**src/rtl/axi_pkg.sv**
```systemverilog
// Shared AXI constants, arbiter FSM states and requester indices.
package axi_pkg;

   localparam logic [1:0] BURST_FIXED = 2'b00;
   localparam logic [1:0] BURST_INCR  = 2'b01;
   localparam logic [1:0] BURST_WRAP  = 2'b10;
   localparam logic [1:0] RESP_OKAY   = 2'b00;
   localparam logic [2:0] SIZE_WORD   = 3'b010;

   typedef enum logic [1:0] {
      IDLE = 2'd0,
      ADDR = 2'd1,
      DATA = 2'd2
   } state_t;

   localparam int unsigned REQ_DCACHE   = 0;
   localparam int unsigned REQ_ICACHE   = 1;
   localparam int unsigned REQ_PREFETCH = 2;

endpackage

```
**src/rtl/prio_encoder.sv**
```systemverilog
// Fixed-priority encoder: lowest set request index wins.
module prio_encoder #(
   parameter int unsigned N   = 3,
   parameter int unsigned IDX = 2
) (
   input  logic [N-1:0]   req,
   output logic [N-1:0]   grant_oh,
   output logic [IDX-1:0] grant_idx,
   output logic           any_valid
);

   // Scan upward and keep only the first set bit.
   always_comb begin
      grant_oh  = '0;
      grant_idx = '0;
      for (int unsigned i = 0; i < N; i++) begin
         if (req[i] && (grant_oh == '0)) begin
            grant_oh[i] = 1'b1;
            grant_idx   = IDX'(i);
         end
      end
   end

   assign any_valid = |req;

endmodule

```
**src/rtl/axi_rd_arbiter.sv**
```systemverilog
// Fixed-priority arbiter sharing one AXI read channel among N_REQ masters,
// one burst in flight, grant held from AR issue until the last R beat.
module axi_rd_arbiter
   import axi_pkg::*;
#(
   parameter int unsigned N_REQ = 3,
   parameter int unsigned ID_W  = 4,
   parameter int unsigned LEN_W = 8
) (
   input  logic                         clk,
   input  logic                         rst,
   input  logic [N_REQ-1:0]             req,
   input  logic [N_REQ-1:0][31:0]       req_addr,
   input  logic [N_REQ-1:0][LEN_W-1:0]  req_len,
   output logic [N_REQ-1:0]             acc,
   output logic [N_REQ-1:0]             beat_valid,
   output logic [31:0]                  beat_data,
   output logic                         beat_last,
   output logic                         beat_err,
   output logic                         busy,
   output logic [ID_W-1:0]              arid,
   output logic [31:0]                  araddr,
   output logic [LEN_W-1:0]             arlen,
   output logic [2:0]                   arsize,
   output logic [1:0]                   arburst,
   output logic [1:0]                   arlock,
   output logic [3:0]                   arcache,
   output logic [2:0]                   arprot,
   output logic                         arvalid,
   input  logic                         arready,
   input  logic [ID_W-1:0]              rid,
   input  logic [31:0]                  rdata,
   input  logic [1:0]                   rresp,
   input  logic                         rlast,
   input  logic                         rvalid,
   output logic                         rready
);

   localparam int unsigned IDX_W = (N_REQ > 1) ? $clog2(N_REQ) : 1;

   state_t             state, state_nxt;
   logic [N_REQ-1:0]   enc_oh;
   logic [IDX_W-1:0]   enc_idx;
   logic               any_req;
   logic [N_REQ-1:0]   grant_oh;
   logic [IDX_W-1:0]   grant_idx;
   logic [31:0]        addr_q;
   logic [LEN_W-1:0]   len_q;
   logic [LEN_W-1:0]   beat_cnt;
   logic               err_len;

   // Debug-only observables (rid is ignored with a single burst outstanding).
   logic               unused_dbg;
   assign unused_dbg = ^{rid, rresp[0], err_len};

   prio_encoder #(
      .N   (N_REQ),
      .IDX (IDX_W)
   ) u_prio (
      .req       (req),
      .grant_oh  (enc_oh),
      .grant_idx (enc_idx),
      .any_valid (any_req)
   );

   // State register.
   always_ff @(posedge clk or negedge rst) begin
      if (!rst) state <= IDLE;
      else      state <= state_nxt;
   end

   // Next-state logic.
   always_comb begin
      state_nxt = state;
      case (state)
         IDLE:    if (any_req)          state_nxt = ADDR;
         ADDR:    if (arready)          state_nxt = DATA;
         DATA:    if (rvalid && rlast)  state_nxt = IDLE;
         default:                       state_nxt = IDLE;
      endcase
   end

   // Grant/request latch, beat counter and sticky length-error flag.
   always_ff @(posedge clk or negedge rst) begin
      if (!rst) begin
         grant_oh  <= '0;
         grant_idx <= '0;
         addr_q    <= '0;
         len_q     <= '0;
         beat_cnt  <= '0;
         err_len   <= 1'b0;
      end else begin
         if (state == IDLE && any_req) begin
            grant_oh  <= enc_oh;
            grant_idx <= enc_idx;
            addr_q    <= req_addr[enc_idx];
            len_q     <= req_len[enc_idx];
         end
         if (state == ADDR && arready) beat_cnt <= '0;
         if (state == DATA && rvalid) begin
            beat_cnt <= beat_cnt + LEN_W'(1);
            // beat_cnt is the index of this beat; rlast must coincide with index len.
            if (rlast != (beat_cnt == len_q)) err_len <= 1'b1;
         end
      end
   end

   // Handshake and beat-routing outputs.
   always_comb begin
      arvalid    = 1'b0;
      acc        = '0;
      rready     = 1'b0;
      beat_valid = '0;
      beat_data  = '0;
      beat_last  = 1'b0;
      beat_err   = 1'b0;
      case (state)
         ADDR: begin
            arvalid = 1'b1;
            if (arready) acc = grant_oh;
         end
         DATA: begin
            rready     = 1'b1;
            beat_valid = grant_oh & {N_REQ{rvalid}};
            beat_data  = rdata;
            beat_last  = rlast;
            beat_err   = rresp[1];
         end
         default: ;
      endcase
   end

   assign busy    = (state != IDLE);
   assign arid    = ID_W'(grant_idx);
   assign araddr  = addr_q;
   assign arlen   = len_q;
   assign arsize  = SIZE_WORD;
   assign arburst = BURST_INCR;
   assign arlock  = '0;
   assign arcache = '0;
   assign arprot  = '0;

endmodule

```
**config.mk**
```make
export PLATFORM = sky130hd
export DESIGN_NAME = axi_rd_arbiter
export DESIGN_NICKNAME = d
export VERILOG_FILES = /design/src/rtl/axi_pkg.sv /design/src/rtl/prio_encoder.sv /design/src/rtl/axi_rd_arbiter.sv
export SDC_FILE = /design/constraint.sdc
export NUM_CORES = 1
export LEC_CHECK = 0
export ABC_AREA = 1
export BUFFER_PORTS_ARGS = -buffer_cell sky130_fd_sc_hd__buf_2
export CORE_AREA = 2 2 104 106
export DETAILED_ROUTE_END_ITERATION = 10
export DIE_AREA = 0 0 106 108
export PLACE_DENSITY = 0.66
export SLEW_MARGIN = 20
export SYNTH_ARGS = -nofsm -noshare
export SYNTH_HDL_FRONTEND = slang
export SYNTH_SLANG_ARGS = --single-unit
export TNS_END_PERCENT = 20
```
**constraint.sdc**
```tcl
create_clock -name clk -period 1.3 [get_ports clk]
set_input_delay 0.065 -clock clk [delete_from_list [all_inputs] [get_ports clk]]
set_output_delay 0.065 -clock clk [all_outputs]
set_load 0.05 [all_outputs]
```
==> run_summary.xml, run 1 <==
<?xml version="1.0" encoding="UTF-8"?>
<metrics>
  <group name="outcome">
    <metric name="outcome" unit="">finished with violations</metric>
    <metric name="failing_checks" unit="">negative setup slack</metric>
  </group>
  <group name="hold_path">
    <metric name="min_delay_worst_endpoint" unit="">state[0]$_DFFE_PN0P_</metric>
    <metric name="hold_path_depth" unit="">2</metric>
    <metric name="min-delay-path-class" unit="">input port to register</metric>
    <metric name="hp_start" unit="">arready</metric>
  </group>
  <group name="global_routing">
    <metric name="antenna_found_initial" unit="">0</metric>
    <metric name="via_count_of_the_first_global_routing_pass" unit="">3643</metric>
    <metric name="grt_first_pass_wirelength" unit="mm">16.59</metric>
    <metric name="gr-total-overflow" unit="">0</metric>
    <metric name="grt_start_max_net_pins" unit="">60</metric>
    <metric name="global_route.usage.total" unit="%">17.89</metric>
  </group>
  <group name="floorplan">
    <metric name="die_area" unit="µm²">11450</metric>
    <metric name="initial_core_util" unit="%">30.21</metric>
    <metric name="floorplan_core_area" unit="µm²">10230</metric>
    <metric name="design.portCount" unit="">267</metric>
    <metric name="die_h" unit="µm">108</metric>
    <metric name="number_of_core_rows" unit="">37</metric>
    <metric name="die_width" unit="µm">106</metric>
  </group>
  <group name="routing">
    <metric name="routed_wirelength" unit="mm">10.61</metric>
    <metric name="wire_length_per_cell_after_detailed_routing" unit="µm">11.92</metric>
    <metric name="vias_per_cell" unit="">4.354</metric>
    <metric name="final_antenna_net_count" unit="">0</metric>
    <metric name="drt-initial-drc-count" unit="">193</metric>
    <metric name="post-route-drc-count" unit="">0</metric>
    <metric name="num_vias" unit="">3875</metric>
    <metric name="drt-pass1-iter-count" unit="">4</metric>
  </group>
  <group name="critical_path">
    <metric name="criticalPathCategory" unit="">register to primary output</metric>
    <metric name="rr_endpoint" unit="">araddr[21]$_DFFE_PN0P_</metric>
    <metric name="worstReg2RegStart" unit="">state[1]$_DFFE_PN0P_</metric>
    <metric name="r2r_slack" unit="ps">-140</metric>
    <metric name="worstSetupStartpointType" unit="">register</metric>
    <metric name="cp.arrival" unit="ps">1390</metric>
    <metric name="timing.critical_path.fanout_max" unit="">14</metric>
    <metric name="setup.worst_path.end_class" unit="">primary output</metric>
    <metric name="ff2ff_path_depth" unit="">7</metric>
    <metric name="crit_required" unit="ps">1240</metric>
  </group>
  <group name="place">
    <metric name="portBuffers" unit="">245</metric>
    <metric name="gp_routability_congestion" unit="">0.7961</metric>
    <metric name="placedCellCount" unit="">880</metric>
    <metric name="pre_cts_ws" unit="ps">-28.50</metric>
    <metric name="place.detailed.hpwl" unit="mm">8.276</metric>
  </group>
  <group name="yosys">
    <metric name="synth-async-reset-ratio" unit="%">100.0</metric>
    <metric name="syn-cell-area" unit="µm²">3090</metric>
    <metric name="synth.lib_cells_used.distinct" unit="">15</metric>
    <metric name="postSynthRegisterBits" unit="">45</metric>
    <metric name="ys.warnings.count" unit="">0</metric>
    <metric name="synth.yosys.seq_area_share" unit="%">36.44</metric>
    <metric name="post_synth_edffs" unit="">0</metric>
    <metric name="syn-mean-instance-area" unit="µm²">5.989</metric>
    <metric name="synth-main-ff-cell" unit="">sky130_fd_sc_hd__dfrtp_1</metric>
    <metric name="syn_inst" unit="">516</metric>
  </group>
  <group name="timing">
    <metric name="final.period_utilization" unit="%">111.6</metric>
    <metric name="skew" unit="ps">7.222</metric>
    <metric name="clock.fmax" unit="MHz">689.3</metric>
    <metric name="grt_setup_unrepaired" unit="">yes</metric>
    <metric name="setup_viol" unit="">84</metric>
    <metric name="timing.final.hold_violations" unit="">0</metric>
    <metric name="post-route-worst-setup-slack" unit="ps">-150.7</metric>
    <metric name="timing.final.max_slew_violations" unit="">0</metric>
    <metric name="crit_path_time_final" unit="ps">1451</metric>
  </group>
  <group name="clock_tree">
    <metric name="cts_made_buffers" unit="">5</metric>
    <metric name="cts_tree" unit="">built</metric>
    <metric name="clkSlewWorstSetupHoldPaths" unit="ps">80</metric>
    <metric name="clock_sink_count" unit="">45</metric>
    <metric name="clock_latency" unit="ps">290</metric>
    <metric name="htree_num_levels" unit="">2</metric>
    <metric name="cts-root-to-sink-buffers" unit="">2</metric>
    <metric name="clockRootBuffer" unit="">sky130_fd_sc_hd__clkbuf_8</metric>
  </group>
  <group name="final_layout">
    <metric name="area_used_by_multi_input_combinational_logic" unit="µm²">1868</metric>
    <metric name="antenna-diode-count" unit="">0</metric>
    <metric name="num-fill-cells" unit="">1028</metric>
    <metric name="area.sequential" unit="µm²">1126</metric>
    <metric name="nNetsFinal" unit="">919</metric>
    <metric name="final_core_utilization" unit="%">50.47</metric>
    <metric name="syn_to_final_growth" unit="%">67.08</metric>
    <metric name="proportion_of_layout_cells_with_a_drive_suffix_above_1" unit="%">42.18</metric>
    <metric name="stdcell_count" unit="">890</metric>
  </group>
  <group name="job">
    <metric name="max_cap_violations" unit="">0</metric>
  </group>
  <group name="power">
    <metric name="static-leakage-power" unit="nW">3.041</metric>
    <metric name="powerDensity" unit="nW/µm²">2235</metric>
    <metric name="vdd.ir_drop.worst" unit="V">0.001173</metric>
  </group>
</metrics>
==> timing repair <==
item / CTS / global route
pin swaps: 0 / 1
buffers inserted: 1 / 0
gates resized for setup: 82 / 8
setup endpoints to repair: 55 / 86
hold buffers: 1 / 0
endpoints found under the hold margin: 45 / 0
==> worst max-delay path by stage <==
stage / startpoint / end / slack (ps) / cells after the start
after floorplan: state[1]$_DFFE_PN0P_ / beat_data[10] / -210 / 5
after global placement: state[0]$_DFFE_PN0P_ / araddr[20]$_DFFE_PN0P_ / 30 / 6
after detailed placement: state[0]$_DFFE_PN0P_ / araddr[21]$_DFFE_PN0P_ / -30 / 6
after CTS: state[1]$_DFFE_PN0P_ / beat_data[21] / -170 / 6
after global routing: state[1]$_DFFE_PN0P_ / beat_valid[0] / -220 / 6
final: state[1]$_DFFE_PN0P_ / beat_last / -150 / 6
==> cells in the final DEF (no fill, tap or decap), types with 9 or more instances in the layout <==
master                      n
sky130_fd_sc_hd__nor2_4    36
sky130_fd_sc_hd__buf_2    203
sky130_fd_sc_hd__inv_1     41
sky130_fd_sc_hd__buf_6     35
sky130_fd_sc_hd__nor2_1    81
sky130_fd_sc_hd__dfrtp_1   45
sky130_fd_sc_hd__nand2_1  206
sky130_fd_sc_hd__nand3_1   40
sky130_fd_sc_hd__conb_1    16
sky130_fd_sc_hd__buf_4      9
==> Yosys cell counts, types with 3 or more instances <==
library cell              number  area [µm²]
sky130_fd_sc_hd__nand2_1     207       777.0
sky130_fd_sc_hd__nor2_1      119       446.7
sky130_fd_sc_hd__dfrtp_1      45        1126
sky130_fd_sc_hd__inv_1        42       157.7
sky130_fd_sc_hd__nand3_1      40       200.2
sky130_fd_sc_hd__buf_2        24       120.1
sky130_fd_sc_hd__buf_4        19       142.6
sky130_fd_sc_hd__o21ai_0       4       20.02
sky130_fd_sc_hd__buf_6         3       33.78
sky130_fd_sc_hd__inv_2         3       11.26
sky130_fd_sc_hd__nor3_1        3       15.01
==> kinds of logic after synthesis <==
kind of cell	Yosys count	synth area share [%]
simple gates	373	47.37
compound gates	5	0.8908
buf+inv	91	15.06
other cells	2	0.2430
flops	45	36.44
==> layout make-up <==
type                       count  area share (%)
multi-input combinational    394           36.18
timing repair buffer         262           33.66
sequential                    45           21.81
inverter                      45           3.368
tap                          136           3.295
clock buffer                   6           1.405
clock inverter                 2          0.2908
==> where the power goes <==
group | internal, mW | leakage (nW) | switching, mW
Sequential | 2.09 | 0.556 | 0.400
Clock | 0.379 | 0.0374 | 0.478
Combinational | 2.34 | 2.45 | 5.85
==> critical path, stage by stage, from the launching register on <==
cell and delay, ps:
sky130_fd_sc_hd__dfrtp_1 380, sky130_fd_sc_hd__inv_2 50, sky130_fd_sc_hd__nor2_4 150, sky130_fd_sc_hd__inv_6 60
sky130_fd_sc_hd__buf_12 170, sky130_fd_sc_hd__nor2_2 110, sky130_fd_sc_hd__buf_6 170
==> registers in the layout, indices dropped and copies added (netlist names) <==
signal     count
arlen          8
araddr        32
state          2
grant_idx      1
grant_oh       2
==> per-stage QoR <==
stage | setup TNS, ps | area [µm²] | hold slack (ps) | power [mW]
2_1_floorplan | -6754 | 3505 | -230.6 | 8.577
3_3_place_gp | 0 | 4772 | 61.03 | 10.21
3_5_place_dp | -45.59 | 4772 | 68.25 | 10.33
4_1_cts | -9151 | 5132 | 7.437 | 11.63
5_1_grt | -15230 | 5164 | 22.28 | 12.26
6_report | -9514 | 5164 | 16.49 | 11.54
==> per-layer routing <==
| layer | part of all wire [%] | vias up | GRT usage (%) |
|---|---|---|---|
| met5 | 0 | - | 0 |
| met4 | 0.93 | 0 | 3.853 |
| met3 | 8.4 | 8 | 4.521 |
| met2 | 52 | 187 | 34.10 |
| met1 | 39 | 1714 | 20.11 |
| li1 | - | 1966 | - |
Power figures use the tool's default switching activity.
==> run 2: changes to the inputs <==
BUFFER_PORTS_ARGS = unset   (was -buffer_cell sky130_fd_sc_hd__buf_2)
CORE_AREA = 2 2 103 105   (was 2 2 104 106)
DIE_AREA = 0 0 105 107   (was 0 0 106 108)
DONT_BUFFER_PORTS = 1   (was unset)
PLACE_DENSITY = unset   (was 0.66)
==> run 2 against run 1 <==
- the run still ends with negative setup slack left
- maximum frequency decreased by 1.9%
- combinational power increased by 11%
- largest power group unchanged
- sequential power barely moved
==> run_summary.xml, run 2 (synthesis gave the netlist of run 1 again) <==
<?xml version="1.0" encoding="UTF-8"?>
<metrics>
  <group name="outcome">
    <metric name="outcome" unit="">finished with violations</metric>
    <metric name="failing_checks" unit="">negative setup slack</metric>
  </group>
  <group name="final_layout">
    <metric name="flip_flop_count_of_the_largest_register_all_copies_and_words_added" unit="">32</metric>
    <metric name="syn_to_final_growth" unit="%">82.02</metric>
    <metric name="stdcell_area" unit="µm²">5625</metric>
    <metric name="proportion_of_layout_cells_with_a_drive_suffix_above_1" unit="%">23.21</metric>
    <metric name="final_common_cell" unit="">sky130_fd_sc_hd__nand2_1</metric>
    <metric name="layout.cells.most_common_list" unit="">sky130_fd_sc_hd__nand2_1 (206), sky130_fd_sc_hd__dlygate4sd3_1 (82), sky130_fd_sc_hd__nor2_1 (81)</metric>
    <metric name="nNetsFinal" unit="">837</metric>
  </group>
  <group name="place">
    <metric name="post_dp_cell_area" unit="µm²">4549</metric>
    <metric name="portBuffers" unit="">0</metric>
    <metric name="gp_routability_congestion" unit="">0.8214</metric>
    <metric name="place.detailed.hpwl" unit="mm">7.548</metric>
  </group>
  <group name="critical_path">
    <metric name="worst_path_largest_cell_delay" unit="ps">410</metric>
    <metric name="worstReg2RegStart" unit="">state[0]$_DFFE_PN0P_</metric>
    <metric name="worstSetupStartpointType" unit="">register</metric>
    <metric name="timing.critical_path.fanout_max" unit="">18</metric>
    <metric name="worstPathBufferInverterCount" unit="">4</metric>
    <metric name="crit_required" unit="ps">1240</metric>
    <metric name="setup.worst_path.end_class" unit="">primary output</metric>
    <metric name="critical_path.slowest_cell" unit="">sky130_fd_sc_hd__dfrtp_1</metric>
    <metric name="criticalPathCategory" unit="">register to primary output</metric>
    <metric name="crit_family" unit="">buffers and inverters</metric>
    <metric name="cp.arrival" unit="ps">1410</metric>
    <metric name="startpoint" unit="">state[1]$_DFFE_PN0P_</metric>
    <metric name="cp_cell_sequence" unit="">inv_2 &gt; nor2_4 &gt; buf_12 &gt; inv_12 &gt; nor2_4 &gt; buf_12</metric>
  </group>
  <group name="timing">
    <metric name="final.period_utilization" unit="%">113.7</metric>
    <metric name="skew" unit="ps">5.726</metric>
    <metric name="crit_path_time_final" unit="ps">1478</metric>
    <metric name="post-route-worst-setup-slack" unit="ps">-178.1</metric>
    <metric name="timing.final.hold_violations" unit="">0</metric>
    <metric name="timing.final.max_slew_violations" unit="">0</metric>
    <metric name="setup_tns" unit="ps">-6413</metric>
    <metric name="grt_setup_unrepaired" unit="">yes</metric>
    <metric name="clock.fmax" unit="MHz">676.6</metric>
    <metric name="setup_viol" unit="">44</metric>
  </group>
  <group name="routing">
    <metric name="routed_wirelength" unit="mm">12.27</metric>
    <metric name="final_antenna_net_count" unit="">0</metric>
    <metric name="post-route-drc-count" unit="">0</metric>
    <metric name="vias_per_cell" unit="">4.708</metric>
    <metric name="drt-pass1-iter-count" unit="">5</metric>
    <metric name="num_vias" unit="">3809</metric>
    <metric name="drt-initial-drc-count" unit="">272</metric>
    <metric name="wire_length_per_cell_after_detailed_routing" unit="µm">15.17</metric>
  </group>
  <group name="global_routing">
    <metric name="antenna_found_initial" unit="">1</metric>
    <metric name="grt_start_max_net_pins" unit="">47</metric>
    <metric name="gr-total-overflow" unit="">0</metric>
    <metric name="via_count_of_the_first_global_routing_pass" unit="">3905</metric>
    <metric name="global_route.usage.total" unit="%">21.31</metric>
    <metric name="grt_first_pass_wirelength" unit="mm">19.12</metric>
  </group>
  <group name="clock_tree">
    <metric name="cts-root-to-sink-buffers" unit="">2</metric>
    <metric name="clkSlewWorstSetupHoldPaths" unit="ps">90</metric>
    <metric name="clock_latency" unit="ps">290</metric>
    <metric name="clock_sink_count" unit="">45</metric>
    <metric name="htree_num_levels" unit="">2</metric>
    <metric name="clockRootBuffer" unit="">sky130_fd_sc_hd__clkbuf_8</metric>
    <metric name="cts_tree" unit="">built</metric>
    <metric name="cts_made_buffers" unit="">5</metric>
  </group>
  <group name="power">
    <metric name="vdd.ir_drop.worst" unit="V">0.001177</metric>
    <metric name="powerDensity" unit="nW/µm²">2290</metric>
    <metric name="static-leakage-power" unit="nW">2.857</metric>
  </group>
  <group name="floorplan">
    <metric name="initial_core_util" unit="%">30.62</metric>
    <metric name="number_of_core_rows" unit="">37</metric>
    <metric name="die_area" unit="µm²">11240</metric>
    <metric name="die_h" unit="µm">107</metric>
    <metric name="floorplan_core_area" unit="µm²">10090</metric>
    <metric name="design.portCount" unit="">267</metric>
    <metric name="die_width" unit="µm">105</metric>
  </group>
  <group name="job">
    <metric name="max_cap_violations" unit="">0</metric>
  </group>
  <group name="hold_path">
    <metric name="hp_start" unit="">req_len[12]</metric>
    <metric name="min-delay-path-class" unit="">input port to register</metric>
  </group>
</metrics>
[run 2: path summary, 6_finish.rpt]
path                                          end  slack, ps  cells after the start
setup / recovery                    beat_data[28]       -180                      6
hold / removal               arlen[4]$_DFFE_PN0P_         10                      4
setup reg to reg             arlen[0]$_DFFE_PN0P_        -20                      6
hold reg to reg             araddr[2]$_DFFE_PN0P_        490                      2
max in group asynchronous  araddr[17]$_DFFE_PN0P_        820                      2
min in group asynchronous    arlen[6]$_DFFE_PN0P_        280                      2
[run 2: metal layers]
metal	up-vias	GRT usage, %	routed length [µm]
li1	1804	-	-
met1	1734	22.71	4406
met2	247	41.23	6546
met3	24	4.863	1036
met4	0	6.857	282
met5	-	0	0
[run 2: worst min-delay path, stage by stage]
cell and delay (ps):
sky130_fd_sc_hd__nand2_1 40, sky130_fd_sc_hd__nand3_1 80, sky130_fd_sc_hd__nand2_1 50, sky130_fd_sc_hd__nand2_1 40
[run 2: through the flow]
stage          setup WS (ps)  total power, mW  std cells  hold slack (ps)  utilization, %
3_5_place_dp          -99.27            11.13        712           -229.3           45.08
5_1_grt               -270.8            13.59        808            1.757           55.72
3_3_place_gp          -70.94            11.01        712           -229.5           45.08
6_report              -178.1            12.88        809            11.65           55.74
4_1_cts               -187.7            12.91        807           0.1361           55.59
2_1_floorplan         -206.1            8.577        530           -230.6               -
[run 2: final cells by class]
class / count / area (µm²)
fillers: 876 / 4467
repair buffers: 177 / 2096
multi-input cells: 394 / 1878
flip-flops and latches: 45 / 1126
inverters: 45 / 185.2
well taps: 136 / 170.2
clock buffers: 5 / 68.82
clock inverters: 3 / 65.06
repair inverters: 3 / 33.78
diodes: 1 / 2.502
[run 2: what timing repair did]
item,4_1_cts,5_1_grt
gates resized for setup,9,1
buffers inserted,1,1
hold buffers,83,0
setup endpoints to repair,52,86
hold endpoints to repair,84,0
cloned,3,0
pin swaps,5,4
[run 2: report_power, final]
group | switching [mW] | internal (mW)
registers | 0.405 | 2.09
logic | 6.08 | 3.05
clock network | 0.489 | 0.764
